**src/rtl/gpio_evt_pkg.sv**
```systemverilog
// Shared constants and helpers for the GPIO event capture block.
package gpio_evt_pkg;

  localparam logic MODE_CHANGE = 1'b0;
  localparam logic MODE_EXT    = 1'b1;

  localparam int DROP_CNT_W = 8;
  localparam logic [DROP_CNT_W-1:0] DROP_CNT_MAX = DROP_CNT_W'(255);

  // Occupancy counters need one extra bit to represent "full".
  function automatic int clog2p1(input int depth);
    return $clog2(depth) + 1;
  endfunction

endpackage

```
**src/rtl/gpio_evt_fifo.sv**
```systemverilog
// Synchronous first-word-fall-through FIFO; a push into a full FIFO is
// accepted only when a pop happens on the same edge.
module gpio_evt_fifo
  import gpio_evt_pkg::*;
#(
  parameter int DATA_W = 8,
  parameter int DEPTH  = 8
) (
  input  logic                        clk,
  input  logic                        rst,
  input  logic                        push,
  input  logic [DATA_W-1:0]           wdata,
  input  logic                        pop,
  output logic [DATA_W-1:0]           rdata,
  output logic                        full,
  output logic                        empty,
  output logic [clog2p1(DEPTH)-1:0]   level
);

  localparam int AW = $clog2(DEPTH);
  localparam int LW = clog2p1(DEPTH);

  logic [DATA_W-1:0] mem [DEPTH];
  logic [AW-1:0]     wr_ptr, rd_ptr;
  logic              do_push, do_pop;

  assign empty   = (level == '0);
  assign full    = (level == LW'(DEPTH));
  assign do_pop  = pop & ~empty;
  assign do_push = push & (~full | do_pop);
  assign rdata   = mem[rd_ptr];

  always_ff @(posedge clk) begin
    if (rst) begin
      wr_ptr <= '0;
      rd_ptr <= '0;
      level  <= '0;
    end else begin
      if (do_push) wr_ptr <= wr_ptr + 1'b1;
      if (do_pop)  rd_ptr <= rd_ptr + 1'b1;
      case ({do_push, do_pop})
        2'b10:   level <= level + 1'b1;
        2'b01:   level <= level - 1'b1;
        default: level <= level;
      endcase
    end
  end

  // Storage is not reset; pointers and level define what is valid.
  always_ff @(posedge clk) begin
    if (do_push) mem[wr_ptr] <= wdata;
  end

endmodule

```
**src/rtl/gpio_event_capture.sv**
```systemverilog
// Watches a GPIO bus and queues timestamped events, triggered either by
// masked bit changes or by edges of an asynchronous external strobe.
module gpio_event_capture
  import gpio_evt_pkg::*;
#(
  parameter int WIDTH       = 32,
  parameter int DEPTH       = 8,
  parameter int TS_W        = 16,
  parameter int SYNC_STAGES = 2
) (
  input  logic                        clk,
  input  logic                        rst,
  input  logic                        en_i,
  input  logic                        mode_i,
  input  logic [WIDTH-1:0]            mask_i,
  input  logic [WIDTH-1:0]            gpio_i,
  input  logic                        ext_clk_i,
  output logic                        evt_valid_o,
  input  logic                        evt_ready_i,
  output logic [WIDTH-1:0]            evt_gpio_o,
  output logic                        evt_ext_o,
  output logic [TS_W-1:0]             evt_ts_o,
  output logic [clog2p1(DEPTH)-1:0]   level_o,
  output logic                        ovf_o,
  output logic [DROP_CNT_W-1:0]       drop_cnt_o,
  input  logic                        ovf_clr_i
);

  localparam int DATA_W = TS_W + 1 + WIDTH;

  logic [WIDTH-1:0]       gpio_q, last_q;
  logic [SYNC_STAGES-1:0] sync_q;
  logic                   ext_lvl, ext_prev;
  logic                   en_q, mode_q;
  logic [TS_W-1:0]        ts_q;

  logic              rebase, hit_chg, hit_ext, evt, evt_ext, pop, drop;
  logic              full, empty;
  logic [DATA_W-1:0] wdata, rdata;

  // ext_clk_i: synchroniser chain, then a level flop and the edge-detect flop.
  always_ff @(posedge clk) begin
    if (rst) begin
      gpio_q   <= '0;
      last_q   <= '0;
      sync_q   <= '0;
      ext_lvl  <= 1'b0;
      ext_prev <= 1'b0;
      en_q     <= 1'b0;
      mode_q   <= MODE_CHANGE;
      ts_q     <= '0;
    end else begin
      gpio_q   <= gpio_i;
      sync_q   <= {sync_q[SYNC_STAGES-2:0], ext_clk_i};
      ext_lvl  <= sync_q[SYNC_STAGES-1];
      ext_prev <= ext_lvl;
      en_q     <= en_i;
      mode_q   <= mode_i;
      ts_q     <= ts_q + 1'b1;
      if (en_i) last_q <= gpio_q;
    end
  end

  // A freshly enabled or re-moded cycle only captures the baseline.
  assign rebase  = ~en_q | (mode_i != mode_q);
  assign hit_chg = |((gpio_q ^ last_q) & mask_i);
  assign hit_ext = ext_lvl ^ ext_prev;
  assign evt     = en_i & ~rebase & ((mode_i == MODE_CHANGE) ? hit_chg : hit_ext);
  assign evt_ext = (mode_i == MODE_EXT) & ext_lvl;
  assign wdata   = {ts_q, evt_ext, gpio_q};

  assign pop  = evt_valid_o & evt_ready_i;
  assign drop = evt & full & ~pop;

  gpio_evt_fifo #(
    .DATA_W (DATA_W),
    .DEPTH  (DEPTH)
  ) u_fifo (
    .clk   (clk),
    .rst   (rst),
    .push  (evt),
    .wdata (wdata),
    .pop   (pop),
    .rdata (rdata),
    .full  (full),
    .empty (empty),
    .level (level_o)
  );

  assign evt_valid_o = ~empty;
  assign {evt_ts_o, evt_ext_o, evt_gpio_o} = empty ? '0 : rdata;

  // A clear that coincides with a drop leaves that one drop recorded.
  always_ff @(posedge clk) begin
    if (rst) begin
      ovf_o      <= 1'b0;
      drop_cnt_o <= '0;
    end else if (ovf_clr_i) begin
      ovf_o      <= drop;
      drop_cnt_o <= {{(DROP_CNT_W-1){1'b0}}, drop};
    end else if (drop) begin
      ovf_o <= 1'b1;
      if (drop_cnt_o != DROP_CNT_MAX) drop_cnt_o <= drop_cnt_o + 1'b1;
    end
  end

endmodule

```
**config.mk**
```make
export PLATFORM = sky130hd
export DESIGN_NAME = gpio_event_capture
export DESIGN_NICKNAME = d
export VERILOG_FILES = /design/src/rtl/gpio_evt_pkg.sv /design/src/rtl/gpio_evt_fifo.sv /design/src/rtl/gpio_event_capture.sv
export SDC_FILE = /design/constraint.sdc
export NUM_CORES = 1
export LEC_CHECK = 0
export ABC_AREA = 1
export BUFFER_PORTS_ARGS = -buffer_cell sky130_fd_sc_hd__buf_2
export CAP_MARGIN = 15
export CORE_MARGIN = 2
export CORE_UTILIZATION = 54
export CTS_CLUSTER_SIZE = 8
export DETAILED_ROUTE_END_ITERATION = 7
export GPL_ROUTABILITY_DRIVEN = 0
export PLACE_DENSITY = 0.73
export RECOVER_POWER = 50
export SETUP_SLACK_MARGIN = 0.2
export SYNTH_ARGS = -nofsm -noshare
export SYNTH_HDL_FRONTEND = slang
export SYNTH_SLANG_ARGS = --single-unit
```
**constraint.sdc**
```tcl
create_clock -name clk -period 3.8 [get_ports clk]
set_input_delay 0.19 -clock clk [delete_from_list [all_inputs] [get_ports clk]]
set_output_delay 0.19 -clock clk [all_outputs]
set_load 0.01 [all_outputs]
```
==> metrics.csv <==
metric;value;unit
CTS tree;built;
Post-synth EDFFs;392;
Worst slew margin;-1.044;
Longest Clk Path Bufs;3;
Area growth, synth to finish;18.75;%
YS warnings;0;
worst-path cell chain;nor2_1 -> inv_1 -> nor3_1 -> inv_1 -> buf_4 -> o21ai_0 -> a31oi_1 -> buf_2;
GRT Overall Usage;0.2500;
clk sinks;500;
DRT Pass-1 Iters;6;
Mapped Nets;1841;
post-synth design cell area;19760;um2
largest family of logic cells by synthesized area;simple AND/OR/NAND/NOR gates;
final WL;47710;um
final worst path period need;3204;ps
outcome;complete, but fails checks;
Slowest cell on crit path;inv_1;
vias per cell;5.677;
initial antenna violation count;3;
clk_skew;24.26;ps
Hold Path Origin;evt_ready_i;
worst-path maximum fanout;22;
R2R Path End;u_fifo.level[3];
maximum vdd drop;422.9;uV
Synth Area in Adders;0.004812;
Yosys reg bits;500;
crit path buf inv count;4;
hold_buf cts;35;
Hold Crit Depth;4;
Async S/R FF share, synth;0;
RSZ-0062 raised after global routing;no;
Synth Flop Type;edfxtp_1;
Clock Latency Late Sink;570;ps
Worst setup SP type;flip-flop;
# DRC;0;
WL/cell;19.36;um
mean post-synth cell area;11.21;um2
Layout Nets;2016;
Cell Pwr Density;657.4;nW/um2
Post-CTS Resized;0;
die span in y;195.3;um
first-pass GRT wire length;73730;um
setup slack, reg-to-reg;1000;ps
total power;15.43;mW
DIE WIDTH;195.3;um
register area share after synthesis;0.7051;
GRT overflow;0;
Die ar.;38140;um2
vias in the first global route;13824;
layout cells sized above 1;0.1304;
max incr delay on CP;630;ps
IO buf count;133;
Worst EP required;3610;ps
type of destination of the critical path;output port;
Util after Layout;0.6456;
mux contribution to synthesized area;0;
RR Startpoint;gpio_q[21];
setup_tns;0;ps
Core Area;36350;um2
worst min path class;in -> reg;
via count;13988;
clk root buf;clkbuf_16;
total of max-cap violations;2;
Final Hold Vio Count;0;
Simple-Gate Fraction of Synth Area;0.1233;
CP top delay family;buffers and inverters;
post-synthesis xor/xnor area fraction;0.004432;
crit path DAT;3010;ps
initial core utilization;0.5436;
Final setup viols;0;
Lkg Pwr;8.727;nW
Post-DP HPWL;25590;um
fmax;312.1;MHz
largest net degree at the start of global routing;197;
R2R depth;17;
Num CTS Buffers;72;
compound-gate portion of the synthesized area;0.1179;
FP Rows;70;
distinct cell type count after synthesis;40;
setup bufs post-CTS;0;
CTS H-tree lvls;3;
# IOs;134;
failing checks;capacitance limit, slew limit;
DRT iter0 DRCs;1386;
final antenna-violating net count;0;
max-slew violations;107;
Least-Margin Pin Slew;3066;ps
Crit Path Category;reg -> out;
critical path's most frequent cell;inv_1;
Tcrit/Tclk final;0.8433;
Syn Inst Count;1763;
Crit path depth;8;
Clock transition at path regs;50;ps
## through the flow
stage,cells,setup WS (ps),hold WS (ps),instance area (um2)
floorplan,1763,40.79,297.0,19760
global placement,2297,1061,394.3,21020
detailed placement,2297,972.4,396.9,21020
CTS,2462,662.3,61.25,23490
global route,2462,454.6,100.1,23460
finish,2464,595.5,74.81,23470
## registers in the layout, indices dropped and copies added, names as in the netlist, 3 cells and up, named ones only
signal / flops
u_fifo.mem: 392
gpio_q: 32
last_q: 32
ts_q: 16
drop_cnt_o: 8
u_fifo.level: 4
u_fifo.rd_ptr: 3
u_fifo.wr_ptr: 3
## where the power goes
part / switching, mW / internal, mW / leakage, nW
Sequential: 0.140 / 5.98 / 4.63
Clock: 2.20 / 3.70 / 1.01
Combinational: 2.28 / 1.13 / 3.09
Total: 4.61 / 10.8 / 8.73
## how the worst max path moves through the flow
stage                                   to  slack [ps]            start
after floorplan           u_fifo.mem[0][0]          40        gpio_q[7]
after global placement     u_fifo.level[3]        1060       gpio_q[26]
after detailed placement   u_fifo.level[3]         970       gpio_q[26]
after CTS                   evt_gpio_o[30]         660  u_fifo.level[1]
after global routing        evt_gpio_o[30]         450  u_fifo.level[1]
final                       evt_gpio_o[30]         600  u_fifo.level[1]
## cell families (layout without fill, tap and decap cells)
family,Yosys count,after routing
compound gates,440,440
xor+xnor,10,10
fa+ha+maj,7,7
buf+inv,223,454
flops,500,500
other cells,0,2
simple gates,583,583
## layout make-up
class / instances / area [um2]
well taps: 468 / 585.6
multi-input cells: 1040 / 5009
repair buffers: 196 / 1319
clock inverters: 3 / 30.03
inverters: 128 / 483.0
flip-flops and latches: 500 / 13940
diodes: 2 / 5.005
clock buffers: 127 / 2093
fillers: 2673 / 12880
## cell usage after synthesis, types with 7 or more instances
cell type	n	area, um2
o22ai_1	49	306.5
o21ai_1	7	35.03
buf_2	15	75.07
a21oi_1	51	255.2
edfxtp_1	392	11770
clkbuf_1	68	255.2
nand2_1	115	431.7
a31oi_1	49	306.5
nor2_1	382	1434
nand3_1	43	215.2
dfxtp_1	108	2162
o21ai_0	282	1411
inv_1	122	457.9
nand4_1	7	43.79
## placed cells by master (no fill, tap or decap), types with 4 or more instances in the layout
master,count
ha_1,6
nor2_4,10
buf_2,119
o22ai_1,49
inv_1,122
nor3_1,5
buf_12,10
buf_4,14
nor2_1,374
dfxtp_1,106
clkbuf_1,69
o21ai_1,7
a21oi_1,51
nand2_1,115
inv_2,5
clkbuf_16,76
nand4_1,7
dlygate4sd3_1,35
xor2_1,5
a31oi_1,49
edfxtp_1,392
nand3_1,43
xnor2_1,5
o21ai_0,282
or2_1,4
## tightest hold or removal path: cells and delay by family
kind | cells | cell delay (ps)
AO/OA/AOI/OAI | 1 | 140
AND/OR/NAND/NOR | 1 | 100
buffers and inverters | 2 | 180
## routing by layer
metal	track usage	vias up	wire [um]
met5	0	-	27
met4	0.09556	4	1287
met3	0.04715	108	3502
met2	0.4245	547	23560
met1	0.3212	6800	19330
li1	-	6529	-
Note: power is estimated with default switching activity, not from simulation.
